**config.mk**
```make
export PLATFORM = sky130hd
export DESIGN_NAME = signal_analyser
export DESIGN_NICKNAME = d
export VERILOG_FILES = /design/src/rtl/signal_analyser_pkg.sv /design/src/rtl/sa_timestamp_counter.sv /design/src/rtl/signal_analyser.sv
export SDC_FILE = /design/constraint.sdc
export NUM_CORES = 1
export LEC_CHECK = 0
export CAP_MARGIN = 20
export CORE_MARGIN = 2
export CORE_UTILIZATION = 52
export CTS_CLUSTER_DIAMETER = 60
export CTS_CLUSTER_SIZE = 16
export DETAILED_ROUTE_END_ITERATION = 10
export MAX_ROUTING_LAYER = met4
export PLACE_DENSITY = 0.79
export SLEW_MARGIN = 0
export SYNTH_ARGS = -nofsm -noshare
export SYNTH_HDL_FRONTEND = slang
export SYNTH_SLANG_ARGS = --single-unit
```
**constraint.sdc**
```tcl
create_clock -name clk -period 2.07 [get_ports clk]
set_input_delay 0.207 -clock clk [delete_from_list [all_inputs] [get_ports clk]]
set_output_delay 0.207 -clock clk [all_outputs]
set_load 0.01 [all_outputs]
```
**src/rtl/signal_analyser_pkg.sv**
```systemverilog
// Shared widths and types for the signal analyser change detector.
// Build option: SIGNAL_ANALYSER_CHANGE_CNT_EN adds the changeCount output.
package signal_analyser_pkg;

  localparam int DEF_DATA_W = 8;
  localparam int DEF_TIME_W = 32;

  typedef logic [DEF_DATA_W-1:0] data_t;
  typedef logic [DEF_TIME_W-1:0] time_t;

endpackage

```
**src/rtl/sa_timestamp_counter.sv**
```systemverilog
// Free-running timestamp counter, wraps modulo 2^TIME_W.
// Ports: clk, rst (async, active-low), count (current timestamp).
module sa_timestamp_counter #(
  parameter int TIME_W = 32
) (
  input  logic              clk,
  input  logic              rst,
  output logic [TIME_W-1:0] count
);

  logic [TIME_W-1:0] count_q;
  logic [TIME_W-1:0] count_d;

  always_comb begin
    count_d = count_q + TIME_W'(1);
  end

  always_ff @(posedge clk or negedge rst) begin
    if (!rst) begin
      count_q <= '0;
    end else begin
      count_q <= count_d;
    end
  end

  assign count = count_q;

endmodule

```
**src/rtl/signal_analyser.sv**
```systemverilog
// Change detector / timestamper for a sampled parallel signal.
// Ports: clk, rst (async active-low), dataIn -> dataOut, dataTime,
// newData (1-cycle pulse on each captured change), and changeCount
// when SIGNAL_ANALYSER_CHANGE_CNT_EN is defined (saturating count).
module signal_analyser
  import signal_analyser_pkg::*;
#(
  parameter int DATA_W = DEF_DATA_W,
  parameter int TIME_W = DEF_TIME_W
) (
  input  logic              clk,
  input  logic              rst,
  input  logic [DATA_W-1:0] dataIn,
  output logic [TIME_W-1:0] dataTime,
  output logic [DATA_W-1:0] dataOut,
  output logic              newData
`ifdef SIGNAL_ANALYSER_CHANGE_CNT_EN
  ,
  output logic [TIME_W-1:0] changeCount
`endif
);

  logic [TIME_W-1:0] count;

  logic [DATA_W-1:0] prev_q;
  logic [DATA_W-1:0] prev_d;
  logic [DATA_W-1:0] data_out_q;
  logic [DATA_W-1:0] data_out_d;
  logic [TIME_W-1:0] data_time_q;
  logic [TIME_W-1:0] data_time_d;
  logic              new_data_q;
  logic              new_data_d;
  logic              changed;

  sa_timestamp_counter #(
    .TIME_W(TIME_W)
  ) u_cnt (
    .clk  (clk),
    .rst  (rst),
    .count(count)
  );

  assign changed = (dataIn != prev_q);

  // The stamp is the counter's pre-increment value at this edge.
  always_comb begin
    prev_d      = prev_q;
    data_out_d  = data_out_q;
    data_time_d = data_time_q;
    new_data_d  = 1'b0;
    if (changed) begin
      prev_d      = dataIn;
      data_out_d  = dataIn;
      data_time_d = count;
      new_data_d  = 1'b1;
    end
  end

  always_ff @(posedge clk or negedge rst) begin
    if (!rst) begin
      prev_q      <= '0;
      data_out_q  <= '0;
      data_time_q <= '0;
      new_data_q  <= 1'b0;
    end else begin
      prev_q      <= prev_d;
      data_out_q  <= data_out_d;
      data_time_q <= data_time_d;
      new_data_q  <= new_data_d;
    end
  end

  assign dataOut  = data_out_q;
  assign dataTime = data_time_q;
  assign newData  = new_data_q;

`ifdef SIGNAL_ANALYSER_CHANGE_CNT_EN
  logic [TIME_W-1:0] chg_cnt_q;
  logic [TIME_W-1:0] chg_cnt_d;

  // Sticks at all-ones instead of wrapping.
  always_comb begin
    chg_cnt_d = chg_cnt_q;
    if (changed && (chg_cnt_q != '1)) begin
      chg_cnt_d = chg_cnt_q + TIME_W'(1);
    end
  end

  always_ff @(posedge clk or negedge rst) begin
    if (!rst) begin
      chg_cnt_q <= '0;
    end else begin
      chg_cnt_q <= chg_cnt_d;
    end
  end

  assign changeCount = chg_cnt_q;
`endif

endmodule

```
**After elaboration in Yosys (flattened, before gate mapping)**

Cells that the tools add are included.

- Bits in registers: 73
- Input bits: 10
- Output and inout bits: 41
- Word-level logic and storage cells: 7

- $add $sub $neg: 1
- Equality and inequality tests: 1
- Multiplexer cells: 1

Operators with widths:

| operator | number |
|---|---|
| 32-bit by 1-bit adder with 32-bit output (second input constant) | 1 |
| 8-bit != test | 1 |
| 1-bit two-way mux | 1 |

**Logic depth before layout (Yosys ltp)**

Gate-level depths: netlist of run 1.

- Word-level depth: 2
- Depth in mapped cells: 5
- Gate-level depth less buffers: 5

**Cells and area by module**

A second synthesis of run 1 with hierarchy kept.

- Cells, all modules: 222
- Area total of the unflattened synthesis: 3126.7 µm²

By module, submodules not included:

| module | times used | cells an instance | area each (µm²) | seq. area each (µm²) |
|---|---|---|---|---|
| signal_analyser | 1 | 95 | 1647.8 | 1026.0 |
| sa_timestamp_counter | 1 | 127 | 1478.9 | 800.8 |

**Worst setup path before layout of run 1**

Ideal clock, no wire load.

- Kind: reg-to-reg
- Start: reg, netlist name dataOut[6]
- End: reg data_time_q[28] (netlist: dataTime[28])
- Library setup time: 0.125 ns
- Arrival: 1.458 ns
- Data required time: 1.945 ns
- Setup slack: 0.488 ns
- Stages on the path, launching flop included: 6
- Path buffers: 1
- Clock period less this slack: 1.582 ns
- Cells stage by stage: dfrtp_1 > xnor2_1 > nand4_1 > nor2_2 > buf_2 > mux2_2

RTL lines:

| what | line | text |
|---|---|---|
| end signal, assigned | signal_analyser.sv:68 | `data_time_q <= data_time_d;` |
| end, declared | signal_analyser.sv:29 | `logic [TIME_W-1:0] data_time_q;` |

**Worst setup path after layout of run 1**

- Start: reg u_cnt.count_q[2] (netlist: u_cnt.count[2])
- End: reg u_cnt.count_q[15] (netlist: u_cnt.count[15])

- Word-level cells in the longest chain between the ends: 1

Ends and longest elaborated chain:

| what | line | text |
|---|---|---|
| start, declared | sa_timestamp_counter.sv:11 | `logic [TIME_W-1:0] count_q;` |
| start signal, assigned | sa_timestamp_counter.sv:22 | `count_q <= count_d;` |
| 32-bit by 1-bit adder with 32-bit output | sa_timestamp_counter.sv:15 | `count_d = count_q + TIME_W'(1);` |
| net u_cnt.count_d[15] | sa_timestamp_counter.sv:12 | `logic [TIME_W-1:0] count_d;` |

The timed path passes the listed nets, and every way through them passes these cells.
A chain may end at the register's enable or synchronous reset.

==> results.tsv, run 1 <==
metric	value	unit
status	finished clean	
utilization	0.678	
clock_latency	0.33	ns
first_iter_violations	122	
arrival	1.86	ns
grtUsageTotal	0.196	
worstSetupPathType	flop to flop	
regArea	1830	um^2
finClkSkew	0.00534	ns
cp-start-kind	flop	
crit_top_cell	and4_1	
ios	51	
nets	285	
postPlaceCellArea	3580	um^2
syn_avg_cell_area	13.5	um^2
fillers	431	
ys_warn_count	0	
drc	0	
synth_fp_nets	232	
drv_slew	0	
worstMarginPinSlew	0.379	ns
syn_area	2990	um^2
synth_top_area_cell	dfrtp_1	
ys_types	24	
die_w	79.9	um
critPathSlowestCell	dfrtp_1	
min_path_type	input port to flop	
fin_tns_setup	0	ns
post-route-min-period	1.65	ns
final_area	3760	um^2
grt_pass1_wl	9.18	mm
gr-total-overflow	0	
grt_pass1_vias	1926	
max_cap_violations	0	
crit_family	simple AND/OR/NAND/NOR gates	
power.leakage	1.71	nW
cts_tree	yes	
yosysSeqAreaShare	0.610	
io_buffers	50	
fp.dieArea	6380	um^2
final_common_cell	dfrtp_1	
numCtsBuffers	9	
relSlewSlack	0.747	
hold_viol_final	0	
ys_ff_latch	73	
wirelength	5.21	mm
first_pass_iters	4	
place.gp.congestion	0.771	
crit_fanout	7	
rsz0062_at_grt	false	
initial_core_util	0.540	
rows	27	
ir_drop	0.382	mV
grt_max_degree	74	
end_kind	flop	
path_clk_slew	0.07	ns
cp.required	2.29	ns
synth_area_leaders	dfrtp_1 (61%), mux2_2 (9.0%), xnor2_1 (7.9%)	
layout_common_cells	dfrtp_1 (73), clkdlybuf4s50_1 (49), xnor2_1 (27)	
setup_viol	0	
power	0.00251	W
multiInputGateArea	1100	um^2
vias_per_cell	5.20	
drive_above_1_share	0.178	
cts_root_buf	clkbuf_8	
antenna_found_initial	0	
post_cts_resized	0	
num_antenna_cells	0	
dr_total_vias	1809	
fp.dieH	79.9	um
yosys.area.top_type_share	0.610	
fmax	0.607	GHz
cts_num_sinks	73	
path_cells	and4_1 -> and4_1 -> nand4_1 -> xnor2_1	
core_area	5540	um^2
drt.antenna.violating_nets	0	
wire_per_inst	15.0	um
area_delta_synth_final	25.4	%
pwr_density_cell	668	nW/um^2
syn_inst	221	
cp_num_buf_inv	0	
htree_levels	3	
crit_path_max_incr_delay	0.47	ns
place_hpwl	3.54	mm
post-route-period-util	0.795	
clock_path_buffers	2	
-- path summary, 6_finish.rpt --
check                      slack (ns)       startpoint  depth (start not counted)               to
setup / recovery                 0.42   u_cnt.count[2]                          4  u_cnt.count[15]
hold / removal                   0.36        dataIn[2]                          1       dataOut[2]
setup reg to reg                 0.42   u_cnt.count[2]                          4  u_cnt.count[15]
hold reg to reg                  0.49  u_cnt.count[31]                          1  u_cnt.count[31]
max in group asynchronous        1.34              rst                          3   u_cnt.count[4]
min in group asynchronous        0.42              rst                          3       dataOut[2]
-- sequential cells by signal, indices dropped and copies added (netlist names) --
signal / cells
dataTime: 32
dataOut: 8
u_cnt.count: 32
newData: 1
-- synth_stat cells --
cell and instances:
nand4_1 16, nand2_1 10, inv_1 3, buf_2 4
mux2_1 8, nor3_1 4, and4_1 5, and4_2 1
nor3_2 1, nor2_1 3, nand4_4 1, and3_1 3
mux2_2 24, dfrtp_1 73, xor2_1 11, and2_1 5
ha_1 1, nor2_2 1, clkbuf_1 8, buf_4 1
xnor2_1 27, nand3_1 7, nand3_2 1, nor4_2 3
-- kinds of logic (layout without fill, tap and decap cells) --
kind of cell               Yosys count  count (layout)  synth area share
adders and majority gates            1               1           0.00418
DFF                                 73              73             0.610
and+or+nand+nor                     61              61             0.131
xor gates and xnor gates            38              38             0.111
muxes                               32              32             0.120
buffers and inverters               16              71            0.0230
-- through the flow --
step	hold slack, ns	instances	setup WS [ns]
floorplan	-0.0886	221	0.488
global placement	0.264	334	0.218
detailed placement	0.263	334	0.189
CTS	0.346	348	0.420
global route	0.350	348	0.295
finish	0.362	348	0.424
-- layout make-up --
type / instances / share of cell area
repair buffers: 55 / 0.149
well taps: 72 / 0.0240
clock buffers: 13 / 0.0450
multi-input cells: 132 / 0.292
flip-flops and latches: 73 / 0.486
inverters: 3 / 0.00300
-- routing by layer --
metal	GRT usage	routed length (um)
met1	0.260	2490
met5	-	0
met4	0.0915	77
met2	0.291	2480
met3	0.0407	163
-- report_power, final --
part,switching (W),internal (W)
Sequential,0.00000587,0.00143
Combinational,0.0000474,0.0000459
Clock,0.000459,0.000515
-- what timing repair did --
action / CTS / global route
endpoints found under the setup margin: 0 / 0
endpoints found under the hold margin: 73 / 0
hold buffers: 1 / 0
buffers inserted: 0 / 0
(Power assumes the default switching activity.)
==> inputs of run 2 (changes only) <==
- clock period: 2.07 -> 1.7 ns (I/O delays scaled with it)
==> run 2 against run 1 <==
Against the previous run:
- worst hold slack got worse by 0.10 ns
- global-route usage decreased by 0.17 points
- die area unchanged
- worst setup slack got worse by 0.30 ns
- register-to-register slack got worse by 0.30 ns
- fmax increased by 4.2%
- via count increased by 1.3%
- highest routed layer unchanged
==> results.tsv, run 2 (same netlist as run 1, synthesis figures left out) <==
metric	value	unit	change
drv_slew	0		unchanged
cts_tree	yes		
clock_path_buffers	2		unchanged
fin_tns_setup	0	ns	unchanged
fp.dieH	79.9	um	unchanged
place.gp.congestion	0.782		+1.3%
grt_max_degree	61		-18%
min_path_type	input port to async pin		
setup_viol	0		unchanged
reg2reg_from	dataOut[4]		
htree_levels	3		unchanged
cp.required	1.92	ns	-0.37 ns
final_area	3830	um^2	+2.0%
cts_root_buf	clkbuf_8		
max_cap_violations	0		unchanged
cp-start-kind	flop		
post_cts_resized	0		unchanged
pwr_density_cell	886	nW/um^2	+33%
gr-total-overflow	0		unchanged
postPlaceCellArea	3590	um^2	+0.42%
fmax	0.633	GHz	+4.2%
cts_num_sinks	73		unchanged
grt_pass1_vias	1921		-0.26%
utilization	0.692		+0.0136
postCtsHoldBufs	1		unchanged
io_buffers	50		unchanged
drc	0		unchanged
hold_viol_final	0		unchanged
rows	27		unchanged
worstSetupPathType	flop to flop		
drt.antenna.violating_nets	0		unchanged
crit_fanout	33		+26
initial_core_util	0.540		unchanged
dr_total_vias	1832		+1.3%
ff2ff_path_depth	5		+1
post-route-min-period	1.58	ns	-0.0662 ns
post-route-period-util	0.929		+0.134
clock_latency	0.34	ns	about the same
power.leakage	1.75	nW	+2.3%
end_kind	flop		
layout_common_cells	dfrtp_1 (73), clkdlybuf4s50_1 (49), xnor2_1 (27)		
crit_start	dataOut[4]		
rsz0062_at_grt	false		
place_hpwl	3.65	mm	+3.0%
grtUsageTotal	0.194		-0.00175
drive_above_1_share	0.196		+0.0182
ios	51		unchanged
status	finished clean		
fp.dieArea	6380	um^2	unchanged
vias_per_cell	5.19		-0.16%
path_clk_slew	0.08	ns	about the same
worstMarginPinSlew	0.353	ns	-0.0260 ns
arrival	1.80	ns	-0.06 ns
finClkSkew	0.00813	ns	+0.00279 ns
antenna_found_initial	0		unchanged
first_iter_violations	108		-11%
postCtsSetupBuffers	0		unchanged
wirelength	5.35	mm	+2.7%
relSlewSlack	0.765		+0.0173
final_common_cell	dfrtp_1		
die_w	79.9	um	unchanged
num_antenna_cells	0		unchanged
numCtsBuffers	9		unchanged
ir_drop	0.603	mV	+58%
first_pass_iters	4		unchanged
nets	287		+0.70%
area_delta_synth_final	28.0	%	
grt_pass1_wl	9.04	mm	-1.6%
wire_per_inst	15.2	um	+1.2%
core_area	5540	um^2	unchanged
run 2: cell count changes in the layout (fill, tap and decap cells not counted), sizes merged:
cell | previous run | this run
buf | 5 | 7
bufinv | 0 | 2
clkbuf | 13 | 11
clkinv | 0 | 2
clkinvlp | 0 | 1
run 2: routing by layer:
metal	track usage	vias up	wire [um]	share of wire
li1	-	872	-	-
met1	0.247	923	2490	0.46
met2	0.290	29	2640	0.49
met3	0.0475	8	149	0.028
met4	0.100	0	76	0.014
met5	-	-	0	0
run 2: area by class of cell:
cell class / count / area (um^2)
Timing Repair Buffer: 57 / 576
Multi-Input combinational cell: 132 / 1100
Clock buffer: 11 / 151
Tap cell: 72 / 90.1
Fill cell: 401 / 1710
Clock inverter: 5 / 77.6
Inverter: 3 / 11.3
Sequential cell: 73 / 1830
run 2: worst max-delay path: stages (launching register included):
cell     delay [ns]
dfrtp_1        0.39
xnor2_1        0.17
nand4_1        0.14
nor2_2         0.17
buf_12         0.23
mux2_2         0.36
run 2: power breakdown:
| part | switching [W] | internal [W] |
|---|---|---|
| registers | 0.00000736 | 0.00175 |
| logic | 0.0000588 | 0.0000558 |
| clock network | 0.000624 | 0.000901 |
| total | 0.000691 | 0.00270 |
run 2: per-stage QoR:
| stage | setup WS (ns) | hold WS (ns) | power, W | instances |
|---|---|---|---|---|
| after CTS | 0.110 | 0.259 | 0.00343 | 353 |
| final | 0.120 | 0.262 | 0.00339 | 353 |
| after detailed placement | -0.144 | 0.0966 | 0.00190 | 336 |
| after global placement | -0.112 | 0.0894 | 0.00190 | 336 |
| after floorplan | 0.118 | -0.126 | 0.00182 | 221 |
| after global routing | 0.0110 | 0.280 | 0.00353 | 353 |
run 2: path summary, 6_finish.rpt:
check | end | slack [ns]
setup / recovery | dataTime[15] | 0.12
hold / removal | dataOut[0] | 0.26
setup reg to reg | dataTime[15] | 0.12
hold reg to reg | u_cnt.count[31] | 0.47
max in group asynchronous | dataTime[8] | 0.81
min in group clk | dataOut[0] | 0.31
